<file path="src/rtl/mem_pkg.sv">
// Shared encodings, FSM states and RAM geometry for the load/store access unit.
package mem_pkg;

    localparam int RAM_DEPTH      = 2048;
    localparam int PORT_WORD_ADDR = 1;

    typedef enum logic [1:0] {
        SZ_BYTE    = 2'b00,
        SZ_HALF    = 2'b01,
        SZ_WORD    = 2'b10,
        SZ_ILLEGAL = 2'b11
    } size_e;

    typedef enum logic [2:0] {
        ST_IDLE  = 3'd0,
        ST_LOAD  = 3'd1,
        ST_MERGE = 3'd2,
        ST_WRITE = 3'd3,
        ST_RESP  = 3'd4
    } state_e;

    // Illegal size encodings count as misaligned so one flag covers both cases.
    function automatic logic size_misaligned(input logic [1:0] size, input logic [1:0] offset);
        logic bad;
        case (size)
            SZ_BYTE: bad = 1'b0;
            SZ_HALF: bad = offset[0];
            SZ_WORD: bad = (offset != 2'b00);
            default: bad = 1'b1;
        endcase
        return bad;
    endfunction

endpackage

</file>
<file path="src/rtl/mem_lane_align.sv">
// Little-endian lane extraction/extension for loads and read-modify-write merge for sub-word stores.
module mem_lane_align
    import mem_pkg::*;
(
    input  logic [31:0] i_rdata,
    input  logic [31:0] i_wdata,
    input  logic [1:0]  i_offset,
    input  logic [1:0]  i_size,
    input  logic        i_signed,
    output logic [31:0] o_load_data,
    output logic [31:0] o_merge_data
);

    logic [7:0]  w_byte;
    logic [15:0] w_half;

    // Select the addressed byte and half lanes of the RAM word.
    always_comb begin
        case (i_offset)
            2'd0:    w_byte = i_rdata[7:0];
            2'd1:    w_byte = i_rdata[15:8];
            2'd2:    w_byte = i_rdata[23:16];
            2'd3:    w_byte = i_rdata[31:24];
            default: w_byte = i_rdata[7:0];
        endcase
        if (i_offset[1]) begin
            w_half = i_rdata[31:16];
        end else begin
            w_half = i_rdata[15:0];
        end
    end

    // Zero/sign-extend the selected lane; word loads pass through regardless of sign.
    always_comb begin
        case (i_size)
            SZ_BYTE: o_load_data = {{24{i_signed & w_byte[7]}}, w_byte};
            SZ_HALF: o_load_data = {{16{i_signed & w_half[15]}}, w_half};
            SZ_WORD: o_load_data = i_rdata;
            default: o_load_data = 32'h0000_0000;
        endcase
    end

    // Overlay the right-aligned store data onto the addressed lane.
    always_comb begin
        o_merge_data = i_rdata;
        case (i_size)
            SZ_BYTE: begin
                case (i_offset)
                    2'd0:    o_merge_data[7:0]   = i_wdata[7:0];
                    2'd1:    o_merge_data[15:8]  = i_wdata[7:0];
                    2'd2:    o_merge_data[23:16] = i_wdata[7:0];
                    2'd3:    o_merge_data[31:24] = i_wdata[7:0];
                    default: o_merge_data        = i_rdata;
                endcase
            end
            SZ_HALF: begin
                if (i_offset[1]) begin
                    o_merge_data[31:16] = i_wdata[15:0];
                end else begin
                    o_merge_data[15:0]  = i_wdata[15:0];
                end
            end
            SZ_WORD: o_merge_data = i_wdata;
            default: o_merge_data = i_rdata;
        endcase
    end

endmodule

</file>
<file path="src/rtl/mem_access_unit.sv">
// Load/store unit between the pipeline and a word-wide RAM with combinational read.
// Sub-word stores are read-modify-write; all outputs are registered.
module mem_access_unit
    import mem_pkg::*;
#(
    parameter int ADDR_W = $clog2(RAM_DEPTH),
    parameter int DATA_W = 32
) (
    input  logic              clk,
    input  logic              rst,
    input  logic              req_valid,
    output logic              req_ready,
    input  logic              req_we,
    input  logic [1:0]        req_size,
    input  logic              req_signed,
    input  logic [31:0]       req_addr,
    input  logic [31:0]       req_wdata,
    output logic              rsp_valid,
    output logic [31:0]       rsp_rdata,
    output logic              rsp_err,
    output logic [ADDR_W-1:0] mem_addr,
    output logic              mem_wen,
    output logic [DATA_W-1:0] mem_wdata,
    input  logic [DATA_W-1:0] mem_rdata
);

    state_e              r_state;
    state_e              w_state_nxt;
    logic                r_req_ready;
    logic                r_rsp_valid;
    logic [31:0]         r_rsp_rdata;
    logic                r_rsp_err;
    logic [ADDR_W-1:0]   r_mem_addr;
    logic                r_mem_wen;
    logic [DATA_W-1:0]   r_mem_wdata;
    logic [1:0]          r_offset;
    logic [1:0]          r_size;
    logic                r_signed;
    logic                r_we;
    logic [31:0]         r_wdata;
    logic                r_err;

    logic                w_accept;
    logic                w_req_err;
    logic [31:0]         w_load_data;
    logic [31:0]         w_merge_data;
    logic                w_mem_wen_nxt;
    logic                w_rsp_valid_nxt;
    logic                w_rsp_err_nxt;
    logic                w_rdata_capture;
    logic                w_rdata_hold;
    logic                w_wdata_direct;
    logic                w_wdata_merge;

    mem_lane_align u_align (
        .i_rdata      (mem_rdata),
        .i_wdata      (r_wdata),
        .i_offset     (r_offset),
        .i_size       (r_size),
        .i_signed     (r_signed),
        .o_load_data  (w_load_data),
        .o_merge_data (w_merge_data)
    );

    // Request acceptance and rejection decode.
    always_comb begin
        w_accept  = (r_state == ST_IDLE) && req_valid;
        w_req_err = size_misaligned(req_size, req_addr[1:0]) || (|req_addr[31:ADDR_W+2]);
    end

    // FSM state register.
    always_ff @(posedge clk or posedge rst) begin
        if (rst) begin
            r_state <= ST_IDLE;
        end else begin
            r_state <= w_state_nxt;
        end
    end

    // FSM next-state logic.
    always_comb begin
        w_state_nxt = r_state;
        case (r_state)
            ST_IDLE: begin
                if (!req_valid) begin
                    w_state_nxt = ST_IDLE;
                end else if (w_req_err) begin
                    w_state_nxt = ST_RESP;
                end else if (!req_we) begin
                    w_state_nxt = ST_LOAD;
                end else if (req_size == SZ_WORD) begin
                    w_state_nxt = ST_WRITE;
                end else begin
                    w_state_nxt = ST_MERGE;
                end
            end
            ST_LOAD:  w_state_nxt = ST_RESP;
            ST_MERGE: w_state_nxt = ST_WRITE;
            ST_WRITE: w_state_nxt = ST_RESP;
            ST_RESP:  w_state_nxt = ST_IDLE;
            default:  w_state_nxt = ST_IDLE;
        endcase
    end

    // FSM output decode; drives register updates one edge ahead of the visible outputs.
    always_comb begin
        w_mem_wen_nxt   = (w_state_nxt == ST_WRITE);
        w_rsp_valid_nxt = (r_state == ST_RESP);
        w_rsp_err_nxt   = (r_state == ST_RESP) && r_err;
        w_rdata_capture = (r_state == ST_LOAD) && !r_we;
        w_rdata_hold    = (r_state == ST_RESP);
        w_wdata_direct  = w_accept && req_we && (req_size == SZ_WORD) && !w_req_err;
        w_wdata_merge   = (r_state == ST_MERGE);
    end

    // Handshake and response registers.
    always_ff @(posedge clk or posedge rst) begin
        if (rst) begin
            r_req_ready <= 1'b1;
            r_rsp_valid <= 1'b0;
            r_rsp_err   <= 1'b0;
            r_rsp_rdata <= 32'h0000_0000;
        end else begin
            r_req_ready <= (w_state_nxt == ST_IDLE);
            r_rsp_valid <= w_rsp_valid_nxt;
            r_rsp_err   <= w_rsp_err_nxt;
            // Load data is held through RESP so it lines up with the rsp_valid pulse.
            if (w_rdata_capture) begin
                r_rsp_rdata <= w_load_data;
            end else if (!w_rdata_hold) begin
                r_rsp_rdata <= 32'h0000_0000;
            end
        end
    end

    // Latched request fields and RAM-side registers.
    always_ff @(posedge clk or posedge rst) begin
        if (rst) begin
            r_offset    <= 2'b00;
            r_size      <= 2'b00;
            r_signed    <= 1'b0;
            r_we        <= 1'b0;
            r_wdata     <= 32'h0000_0000;
            r_err       <= 1'b0;
            r_mem_addr  <= '0;
            r_mem_wen   <= 1'b0;
            r_mem_wdata <= '0;
        end else begin
            r_mem_wen <= w_mem_wen_nxt;
            if (w_accept) begin
                r_offset   <= req_addr[1:0];
                r_size     <= req_size;
                r_signed   <= req_signed;
                r_we       <= req_we;
                r_wdata    <= req_wdata;
                r_err      <= w_req_err;
                r_mem_addr <= req_addr[ADDR_W+1:2];
            end
            if (w_wdata_direct) begin
                r_mem_wdata <= req_wdata;
            end else if (w_wdata_merge) begin
                r_mem_wdata <= w_merge_data;
            end
        end
    end

    assign req_ready = r_req_ready;
    assign rsp_valid = r_rsp_valid;
    assign rsp_rdata = r_rsp_rdata;
    assign rsp_err   = r_rsp_err;
    assign mem_addr  = r_mem_addr;
    assign mem_wen   = r_mem_wen;
    assign mem_wdata = r_mem_wdata;

endmodule

</file>
<file path="config.mk">
export PLATFORM = sky130hd
export DESIGN_NAME = mem_access_unit
export DESIGN_NICKNAME = d
export VERILOG_FILES = /design/src/rtl/mem_pkg.sv /design/src/rtl/mem_lane_align.sv /design/src/rtl/mem_access_unit.sv
export SDC_FILE = /design/constraint.sdc
export NUM_CORES = 1
export LEC_CHECK = 0
export BUFFER_PORTS_ARGS = -buffer_cell sky130_fd_sc_hd__buf_2
export CAP_MARGIN = 20
export CORE_MARGIN = 2
export CORE_UTILIZATION = 52
export CTS_BUF_LIST = sky130_fd_sc_hd__clkbuf_16
export DETAILED_ROUTE_END_ITERATION = 12
export HOLD_SLACK_MARGIN = 0.12
export PLACE_DENSITY = 0.8
export SKIP_LAST_GASP = 1
export SLEW_MARGIN = 25
export SYNTH_ARGS = -nofsm -noshare
export SYNTH_HDL_FRONTEND = slang
export SYNTH_SLANG_ARGS = --single-unit
</file>
<file path="constraint.sdc">
create_clock -name clk -period 4.16 [get_ports clk]
set_clock_uncertainty 0.15 [all_clocks]
set_input_delay 0.416 -clock clk [delete_from_list [all_inputs] [get_ports clk]]
set_output_delay 0.416 -clock clk [all_outputs]
set_load 0.01 [all_outputs]
</file>
==> results.yml <==
detailed_routing:
  wire_per_inst_um: 20.3
  via_per_inst: 6.13
  vias: 5808
  m1WireLength_um: 8220
  top_layer: "met4"
  dr_wl_met3_um: 1570
  final_antenna_net_count: 0
  drc: 0
  wirelength_um: 19200
  drt_iter0_drc: 638
  dr_wl_met2_um: 8980
  firstDrtPassIters: 9
placed_design:
  placed_cells: 869
  io_buffers: 181
  place_area_mm2: 0.00719
  gp_congestion: 0.906
  post-dp-hpwl_um: 13300
clock_tree:
  cts_hold_buf: 47
  cts_buffers: 17
  htreeDepth: 4
  post_cts_buffers: 0
  ctsRootBufferMaster: "clkbuf_16"
  clockBufferDepth: 2
  clock_sinks: 121
  ctsResizeCount: 0
  clk_pin_slew_ns: 0.05
  clk_latency_ns: 0.42
  cts_tree: "yes"
sta:
  timing.final.crit_period_ns: 3.10
  drv_slew: 0
  fin_setup_tns_ns: 0
  max_slew.worst_pin.slew_ns: 0.853
  hold_slack_ns: 0.138
  hold_viol: 0
  report.final.setup_viol: 0
  period_share_pct: 74.6
  maxSlewHeadroom_pct: 43.1
  rsz0062_at_grt: "no"
  max_freq_mhz: 322
logic_synthesis:
  synth_warnings: 0
  synth_area_mm2: 0.00621
  seq_area_frac_synth_pct: 48.8
  syn_inst: 585
  synth_area_per_cell_um2: 10.6
  ys_seq_elements: 121
  yosys.cell_types.count: 49
  synth.net_count: 688
global_route:
  track_usage_pct: 30.2
  antenna_found_initial: 0
  grt_pass1_vias: 5722
  grt_max_degree: 66
  grt_pass1_wl_um: 30000
  overflow: 0
layout:
  syn_to_final_growth_pct: 31.7
  diodes: 0
  final_cell_mix: "buf_2 (181), dfrtp_1 (120), mux2_2 (55), dlygate4sd3_1 (47), nor2_1 (43)"
  design_area_mm2: 0.00818
  fin_nets: 895
  mostFrequentLayoutCell: "buf_2"
  utilization_pct: 71.0
  finalNonFillerCells: 947
  drive_gt1_share_pct: 37.6
power:
  seqPwrFrac_pct: 41.5
  p_per_area_mw_per_mm2: 396
  leakage_uw: 0.00392
  swShare_pct: 28.1
  clkPwrFrac_pct: 40.3
  p_int_uw: 2330
  max-vdd-ir-drop_mv: 0.288
  p_comb_share_pct: 18.2
  p_switching_uw: 912
floorplan:
  num_rows: 39
  die_w_um: 113
  io-pin-count: 182
  core_mm2: 0.0115
  dieArea_mm2: 0.0128
  start_util_pct: 54.0
  die_h_um: 113
worst_setup_path:
  critical_path.startpoint_type: "flip-flop"
  path_max_fanout: 21
  endpoint_kind: "flip-flop"
  crit_type: "reg2reg"
  cp_data_arrival_time_ns: 3.29
  crit_required_ns: 4.35
status:
  status: "finished, final reports clean"
job:
  max_cap_violations: 0
worst_hold_path:
  hold_path.class: "in2reg"
[power groups by stage]
stage | Combinational (µW) | Sequential (µW) | Clock (µW)
6_report | 589 | 1340 | 1310
5_1_grt | 637 | 1360 | 1370
4_1_cts | 581 | 1340 | 1320
3_5_place_dp | 545 | 1360 | 0
3_3_place_gp | 531 | 1360 | 0
2_1_floorplan | 392 | 1320 | 0
[cell type report]
| type | instances | area [µm²] |
|---|---|---|
| clock buffer | 17 | 425 |
| clock inverter | 14 | 92.6 |
| fill | 825 | 3330 |
| inverter | 6 | 25.0 |
| multi-input combinational | 408 | 2970 |
| sequential | 121 | 3030 |
| tap | 143 | 179 |
| timing repair buffer | 238 | 1460 |
[sequential cells by signal, indices dropped and copies added, names as in the netlist, 2 cells and up]
register,cells
mem_wdata,32
r_state,3
rsp_rdata,32
mem_addr,11
r_size,2
r_offset,2
r_wdata,32
[metal layers]
layer	track usage, %	vias up
met5	0	-
met4	10.6	0
met3	7.07	34
met2	48.3	308
met1	40.8	2839
li1	-	2627
[synthesized netlist by cell type (all sizes together)]
library cell	number	area share [%]
a21o	11	1.3
dfstp	1	0.42
a2bb2oi	12	1.7
nand2b	11	1.1
o211a	2	0.32
nand3	12	0.97
a211o	8	1.1
nor2b	10	1.0
o21a	7	0.85
a22oi	8	0.97
a221oi	22	3.1
or3b	1	0.18
or2	1	0.10
a221o	19	3.3
o21bai	5	0.60
nor4b	1	0.14
nor2	45	2.8
nor4	5	0.60
a32oi	5	0.70
and3	2	0.20
and2	4	0.40
or3	2	0.20
a21oi	23	2.0
nor3b	3	0.36
nand4	1	0.10
mux2	55	10
o31ai	2	0.24
inv	6	0.36
a21bo	6	0.97
mux2i	14	2.3
o21ai	23	1.9
or4	2	0.30
buf	15	1.5
o221ai	1	0.14
clkbuf	35	2.1
a211oi	16	1.9
o221a	1	0.18
nor3	18	1.4
nand2	36	2.2
a31oi	9	0.91
a32o	5	0.81
dfrtp	120	48
[path summary, 6_finish.rpt]
kind,startpoint,end,slack (ns),cells past startpoint
min in group asynchronous,rst,mem_addr[10]$_DFFE_PP0P_,0.52,3
worst max-delay path,r_size[1]$_DFFE_PP0P_,mem_wdata[5]$_DFFE_PP0P_,1.06,5
worst min-delay path,req_size[0],r_size[0]$_DFFE_PP0P_,0.14,2
worst min register to register,rsp_rdata[6]$_DFFE_PP0P_,rsp_rdata[6]$_DFFE_PP0P_,0.33,2
worst max register to register,r_size[1]$_DFFE_PP0P_,mem_wdata[5]$_DFFE_PP0P_,1.06,5
max in group asynchronous,rst,rsp_rdata[16]$_DFFE_PP0P_,2.55,4
[critical path, cell delays in order, from the launching register on]
cell      delay (ns)
dfrtp_1         0.74
nor2b_1         0.63
a21o_1          0.53
nor3b_1         0.61
a221oi_1        0.17
a21oi_1         0.19
[logic make-up after synthesis]
| logic type | count (synthesis) | share of synthesized area (%) |
|---|---|---|
| AOI/OAI and AO/OA | 185 | 23.0 |
| and+or+nand+nor | 154 | 12.1 |
| DFF | 121 | 48.8 |
| muxes | 69 | 12.2 |
| buffers and inverters | 56 | 3.95 |
[stage by stage]
stage | setup slack (ns) | total power (µW)
floorplan | 0.381 | 1710
global placement | 1.25 | 1890
detailed placement | 1.03 | 1910
CTS | 1.01 | 3250
global route | 0.824 | 3360
finish | 1.06 | 3240
(Power assumes the default switching activity.)
